File: config.mk
export PLATFORM = sky130hd
export DESIGN_NAME = dmem_arbiter
export DESIGN_NICKNAME = d
export VERILOG_FILES = /design/src/rtl/dmem_arbiter.sv
export SDC_FILE = /design/constraint.sdc
export NUM_CORES = 1
export LEC_CHECK = 0
export ABC_AREA = 1
export BUFFER_PORTS_ARGS = -buffer_cell sky130_fd_sc_hd__buf_2
export CAP_MARGIN = 20
export CORE_AREA = 8 8 88 90
export CTS_CLUSTER_DIAMETER = 200
export DETAILED_ROUTE_END_ITERATION = 8
export DIE_AREA = 0 0 96 98
export GPL_TIMING_DRIVEN = 0
export PLACE_DENSITY = 0.69
export SKIP_LAST_GASP = 1
export SYNTH_ARGS = -nofsm -noshare
export SYNTH_HDL_FRONTEND = slang
export SYNTH_SLANG_ARGS = --single-unit
File: constraint.sdc
create_clock -name clk -period 1.4 [get_ports clk]
set_input_delay 0.14 -clock clk [delete_from_list [all_inputs] [get_ports clk]]
set_output_delay 0.14 -clock clk [all_outputs]
set_load 0.01 [all_outputs]
File: src/rtl/dmem_arbiter.sv
// dmem_arbiter: shares one single-port data SRAM between the CPU MEM stage
// and an external host port. The CPU wins by default; a host blocked for
// MAX_WAIT consecutive cycles gets one forced grant. With enable low the
// host owns the SRAM outright. Read data (1-cycle latency) is routed back
// to whichever requester issued the read.
//
// Handshake: a request is a level (cpu_req / ext_req) held with its
// address/data; it is accepted in a cycle where ext_gnt=1 (host) or
// cpu_req=1 with cpu_stall=0 (CPU). Read data arrives on the owner's
// rdata with rvalid=1 exactly one cycle after the accepting cycle.
module dmem_arbiter #(
  parameter int ADDR_W   = 10,
  parameter int DATA_W   = 32,
  parameter int MAX_WAIT = 8
) (
  input  logic              clk,
  input  logic              arst_n,
  input  logic              enable,
  input  logic              cpu_req,
  input  logic              cpu_wen,
  input  logic [ADDR_W-1:0] cpu_addr,
  input  logic [DATA_W-1:0] cpu_wdata,
  output logic              cpu_stall,
  output logic [DATA_W-1:0] cpu_rdata,
  output logic              cpu_rvalid,
  input  logic              ext_req,
  input  logic              ext_wen,
  input  logic [ADDR_W-1:0] ext_addr,
  input  logic [DATA_W-1:0] ext_wdata,
  output logic              ext_gnt,
  output logic [DATA_W-1:0] ext_rdata,
  output logic              ext_rvalid,
  output logic [ADDR_W-1:0] mem_addr,
  output logic              mem_wen,
  output logic              mem_ren,
  output logic [DATA_W-1:0] mem_wdata,
  input  logic [DATA_W-1:0] mem_rdata,
  output logic [1:0]        dbg_state,
  output logic [3:0]        dbg_wait_cnt
);

  typedef enum logic [1:0] {
    S_LOAD  = 2'd0,
    S_CPU   = 2'd1,
    S_FORCE = 2'd2
  } state_t;

  typedef enum logic [1:0] {
    OWN_NONE = 2'd0,
    OWN_CPU  = 2'd1,
    OWN_EXT  = 2'd2
  } owner_t;

  localparam logic [3:0] WAIT_LAST = 4'(MAX_WAIT - 1);

  state_t     state, state_nxt;
  logic [3:0] wait_cnt, wait_nxt;
  owner_t     rd_owner, owner_nxt;
  logic       cpu_gnt;

  // State, starvation counter and read-owner registers.
  always_ff @(posedge clk or posedge arst_n) begin
    if (arst_n) begin
      state    <= S_LOAD;
      wait_cnt <= '0;
      rd_owner <= OWN_NONE;
    end else begin
      state    <= state_nxt;
      wait_cnt <= wait_nxt;
      rd_owner <= owner_nxt;
    end
  end

  // Grant decision: purely from current state and requests, one winner max.
  always_comb begin
    cpu_gnt   = 1'b0;
    ext_gnt   = 1'b0;
    cpu_stall = 1'b0;
    case (state)
      S_LOAD: begin
        ext_gnt   = ext_req;
        cpu_stall = cpu_req;
      end
      S_FORCE: begin
        if (ext_req) begin
          ext_gnt   = 1'b1;
          cpu_stall = cpu_req;
        end else begin
          cpu_gnt = cpu_req;
        end
      end
      default: begin
        cpu_gnt = cpu_req;
        ext_gnt = ext_req & ~cpu_req;
      end
    endcase
  end

  // Next state and starvation counting; counter only survives in S_CPU.
  always_comb begin
    state_nxt = state;
    wait_nxt  = '0;
    if (!enable) begin
      state_nxt = S_LOAD;
    end else begin
      case (state)
        S_LOAD:  state_nxt = S_CPU;
        S_FORCE: state_nxt = S_CPU;
        S_CPU: begin
          if (ext_req && !ext_gnt) begin
            if (wait_cnt == WAIT_LAST) state_nxt = S_FORCE;
            else                       wait_nxt  = wait_cnt + 4'd1;
          end
        end
        default: state_nxt = S_LOAD;
      endcase
    end
  end

  // SRAM command mux: the granted side drives the port, otherwise idle zeros.
  always_comb begin
    mem_addr  = '0;
    mem_wdata = '0;
    mem_wen   = 1'b0;
    mem_ren   = 1'b0;
    owner_nxt = OWN_NONE;
    if (cpu_gnt) begin
      mem_addr  = cpu_addr;
      mem_wdata = cpu_wdata;
      mem_wen   = cpu_wen;
      mem_ren   = ~cpu_wen;
      if (!cpu_wen) owner_nxt = OWN_CPU;
    end else if (ext_gnt) begin
      mem_addr  = ext_addr;
      mem_wdata = ext_wdata;
      mem_wen   = ext_wen;
      mem_ren   = ~ext_wen;
      if (!ext_wen) owner_nxt = OWN_EXT;
    end
  end

  // Read return: only the owner of last cycle's read sees the SRAM data.
  always_comb begin
    cpu_rvalid = (rd_owner == OWN_CPU);
    ext_rvalid = (rd_owner == OWN_EXT);
    cpu_rdata  = cpu_rvalid ? mem_rdata : '0;
    ext_rdata  = ext_rvalid ? mem_rdata : '0;
  end

  assign dbg_state    = state;
  assign dbg_wait_cnt = wait_cnt;

endmodule

Word-level counts from Yosys, hierarchy flattened. Index checks and enable logic that the tools add are counted.

Bits in registers: 8. Logic and storage cells: 48.

Add/sub/neg operators: 1. Equality and inequality tests: 7. Multiplexer cells: 28. Bitwise operators: 4. Reduce and logical (&&, ||, !) cells: 5.

Operator list (number): 2-to-1 mux 32 bit (4); 2-to-1 mux 10 bit (2); 2-to-1 mux 4 bit (4); 2-to-1 mux 2 bit (6); 2-to-1 mux 1 bit (8); != test 3 bit (second input constant) (2); case mux 1 bit (2 select lines) (3); adder 4 x 1 -> 4 bit (second input constant) (1); == test 2 x 1 -> 1 bit (second input constant) (2); == test 2 bit (second input constant) (2); == test 4 x 3 -> 1 bit (second input constant) (1); case mux 2 bit (2 select lines) (1); NOT 1 bit (3); logical NOT 2 bit (1); AND reduction 2 bit (1); OR reduction 2 bit (1); bitwise AND 1 bit (1); logical AND 1 bit (1); logical NOT 1 bit (1).

Depth between registers and ports, before layout.
Depth in word-level cells: 8. Gate-level depth with buffers: 6. Depth with buffers taken out: 5.

Worst setup path after synthesis. Ideal clock, no wire load.

Path type: register to output. From: reg state[0] (netlist: dbg_state[0]). To: out mem_wdata[10]. Arrival time: 0.976 ns. Data required time: 1.260 ns. Path slack: 0.284 ns. Cell stages (with the launch flop): 7. Path buffers: 1. Path through: dfrtp_1 > nand2_1 > nand2_1 > inv_2 > buf_6 > nand2_1 > nand2_1.

Cells in the longest elaborated chain, start to end: 4. Elaborated cells between the ends (all ways): 6. Those cells by class: 1 x eq/ne; 4 x mux; 1 x reduce/logical.

Ends and longest elaborated chain: from (decl) (line 56) `state_t state, state_nxt;`; from (signal assigned) (line 68) `state <= state_nxt;`; == test 2 bit / logical NOT 2 bit (equally long branches) (line 79) `case (state)`; case mux 1 bit (2 select lines) * (line 79); named net ext_gnt (line 30) `output logic ext_gnt,`; 2-to-1 mux 32 bit * (line 133) `end else if (ext_gnt) begin`; 2-to-1 mux 32 bit * (line 127) `if (cpu_gnt) begin`; to (decl) (line 36) `output logic [DATA_W-1:0] mem_wdata,`.

Mark *: on every way through the listed nets, which the timed path passes. The rest lies on a longest branch.

Worst setup path in the final report.
From: reg rd_owner[0]. To: out ext_rdata[28].

Cells in the longest elaborated chain, start to end: 2.

Ends and longest elaborated chain: from (decl) (line 58) `owner_t rd_owner, owner_nxt;`; from (signal assigned) (line 70) `rd_owner <= owner_nxt;`; == test 2 bit (line 145) `ext_rvalid = (rd_owner == OWN_EXT);`; 2-to-1 mux 32 bit (line 147) `ext_rdata = ext_rvalid ? mem_rdata : '0;`; to (decl) (line 31) `output logic [DATA_W-1:0] ext_rdata,`.

No other way between the ends.

==> key figures <==
Timing
  • Final-report hold violation count: 0
  • RSZ-0062 raised after global routing: true
  • Final Hold Slack: between 100 and 150 ps
  • Setup TNS: -1170 ps
  • Max Slew Vio Count: 0
  • Period utilization: 1.03
  • Worst-Margin Slew: 311 ps
  • Clock skew: approximately 1.4 ps
  • Final worst path period need: roughly 1400 ps
  • Setup ws final: -42.0 ps
  • Slew margin rel.: 0.792
  • Setup Viol. Count Final: 66
  • Fmax: between 600 and 700 MHz

Floorplanning
  • CORE AREA: 6490 sq um
  • IO Pins: around 240
  • Die Ht: approximately 98 microns
  • Die Wd: between 90 and 100 microns
  • # rows: 30
  • Die area: 9410 sq um
  • Initial Utilization: 0.224

Global routing
  • Global-route wire length before repair: ~14,000 microns
  • Initial antenna violation count: 2
  • Global route overflow: 0
  • Vias in the first global route: 2,786
  • Largest net degree at the start of global routing: 11
  • Gr usage total: 0.176

Detailed routing
  • DR pass1 iterations: 5
  • Drt via density: approximately 4.4
  • Iteration-0 DRC Markers: 66
  • # DRC: 0
  • Routed via count: 2,845
  • Post-Route WL: 9440 microns
  • Detail Route Antenna Nets: 0
  • Wirelength per Cell: ~15 microns

Clock network
  • Bufs on Longest Clock Path: 2
  • CTS clock-pin slew for the worst setup and hold paths: 40 ps
  • H-tree Lvls: 1
  • Root Driver: clkbuf_8
  • TritonCTS clock tree: yes
  • TritonCTS Buffers: 3
  • Worst-Skew Late Latency: approximately 220 ps
  • Clock sinks: 8

Logic synthesis
  • Count leader, synth: nand2_1
  • Cell Area, Synth: ~1500 sq um
  • Dominant synthesized flop cell: dfrtp_1
  • Netlist cell types: 15
  • Asr flop ratio synth: 1.00
  • FF+latch count, synth: 8
  • Cells after synthesis: a little under 300
  • Synth cell count leaders: nand2_1, nor2_1, nand3_1, inv_1, buf_2
  • Avg Inst Size Synth: about 4.9 sq um
  • Register area share after synthesis: 0.138
  • Yosys top cell area share: 0.245
  • Post-synth EDFFs: 0
  • Synth Warn #: 0
  • Yosys top cell by area: nand2_1
  • Top post-synthesis cells by area: nand2_1, nor2_1, nand3_1
  • Net count after synthesis: approximately 420

Place
  • Final Wtd Congestion: 0.844
  • DP Cell Count: just over 600
  • PortBufs: between 200 and 250
  • Detailed Place HPWL: 7720 microns

Worst setup path
  • Type of the worst setup path: flip-flop to output pin
  • Data arrival, critical path: between 1000 and 1500 ps
  • Critical Path End Type: output pin
  • Peak per-stage delay on the critical path: a little over 400 ps
  • Worst Path Required: around 1300 ps
  • Slowest CP cell: dfrtp_1
  • Crit Path Max Fanout: 8
  • Top cell by count, worst path: nor2_2
  • Top delay family on crit path: flip-flops
  • CP bufs+invs: 3
  • Crit-path cells: nor2_2, inv_4, buf_8, nor2_2, buf_2
  • CP Launch Type: flip-flop

Pwr
  • Tot Pwr: approximately 0.0022 W
  • Max rail drop VDD: about 0.55 mV
  • Power per cell area: around 680 nW/um^2
  • Leakage: ~2.3 nW

Cells and area
  • Nets@finish: a little under 700
  • Final std cells w/o fill: approximately 640
  • Ant diodes: 0
  • Layout cells sized above 1: 0.581
  • Area of the multi-input gates: approximately 1100 sq um
  • Synthesis-to-layout area growth: 127%
  • Register area: around 200 sq um
  • Fill count: 676

Hold path
  • HP Class: input pin to flip-flop

Run status
  • Violated checks: setup timing
  • Status: finished, violations left

Run
  • Max-Cap Viols: 0
## final timing paths
kind,start,to,slack (ps),cells past startpoint
worst max-delay path,rd_owner[0],ext_rdata[28],-40,5
worst min-delay path,ext_wen,rd_owner[1],130,2
worst max register to register,dbg_wait_cnt[0],dbg_wait_cnt[3],290,4
worst min register to register,dbg_wait_cnt[0],dbg_wait_cnt[0],510,1
max in group asynchronous,arst_n,rd_owner[0],750,3
min in group asynchronous,arst_n,dbg_wait_cnt[0],410,3
## registers in the layout, summed over array words and instances, names as in the netlist
register / cells
dbg_state: 2
dbg_wait_cnt: 4
rd_owner: 2
## worst reg2reg max path, delay by kind of cell, from the launching register on
kind,cells,cell delay (ps)
DFF,1,420
and+or+nand+nor,3,380
adders and majority gates,1,240
## kinds of logic (layout without fill, tap and decap cells)
group	count (synthesis)	in the layout	share of synthesized area
adders and majority gates	1	1	0.00860
and+or+nand+nor	222	222	0.627
xor gates and xnor gates	1	1	0.00603
buffers and inverters	65	331	0.220
DFF	8	8	0.138
## area by class of cell
type / count / share of cell area
Timing Repair inverter: 1 / 0.00190
Tap cell: 80 / 0.0303
Multi-Input combinational cell: 224 / 0.333
Inverter: 46 / 0.0554
Sequential cell: 8 / 0.0607
Timing Repair Buffer: 262 / 0.446
Clock buffer: 3 / 0.0125
Buffer: 19 / 0.0596
## per-stage QoR
step | setup WS (ps) | utilization | area (sq um)
2_1_floorplan | 284 | - | 1450
3_3_place_gp | 112 | 0.424 | 2760
3_5_place_dp | 120 | 0.424 | 2760
4_1_cts | -52.8 | 0.448 | 2910
5_1_grt | -140 | 0.508 | 3300
6_report | -42.0 | 0.508 | 3300
## power by group
part           switching, W  internal, W
combinational      0.000907     0.000800
clock             0.0000837     0.000186
sequential        0.0000188     0.000248
total               0.00101      0.00123
## what timing repair did
action,4_1_cts,5_1_grt
hold buffers,1,0
hold endpoints to repair,8,0
pin swaps,3,11
gates cloned,2,6
endpoints found under the setup margin,78,106
setup buffers,8,6
resized for setup,13,91
## routing by layer
metal	GRT usage	vias up	share of wire
met5	0	-	0.0029
met4	0.0320	4	0.015
met3	0.0660	18	0.12
met2	0.325	159	0.51
met1	0.180	1248	0.35
li1	-	1416	-
## layout by cell type (no fill, tap or decap), types with 2 or more instances in the layout
cell type  netlist  final
buf_2           10    230
nand2_1         95     76
nor2_1          73     55
nand3_1         50     50
inv_1           44     42
buf_6            8     27
buf_4            1     19
nand2_2          0     15
nor2_2           1     10
nor2_4           0      9
dfrtp_1          8      8
nand2_4          1      4
buf_8            0      4
clkbuf_8         0      3
inv_2            2      2
inv_4            0      2
Power figures use the tool's default switching activity.
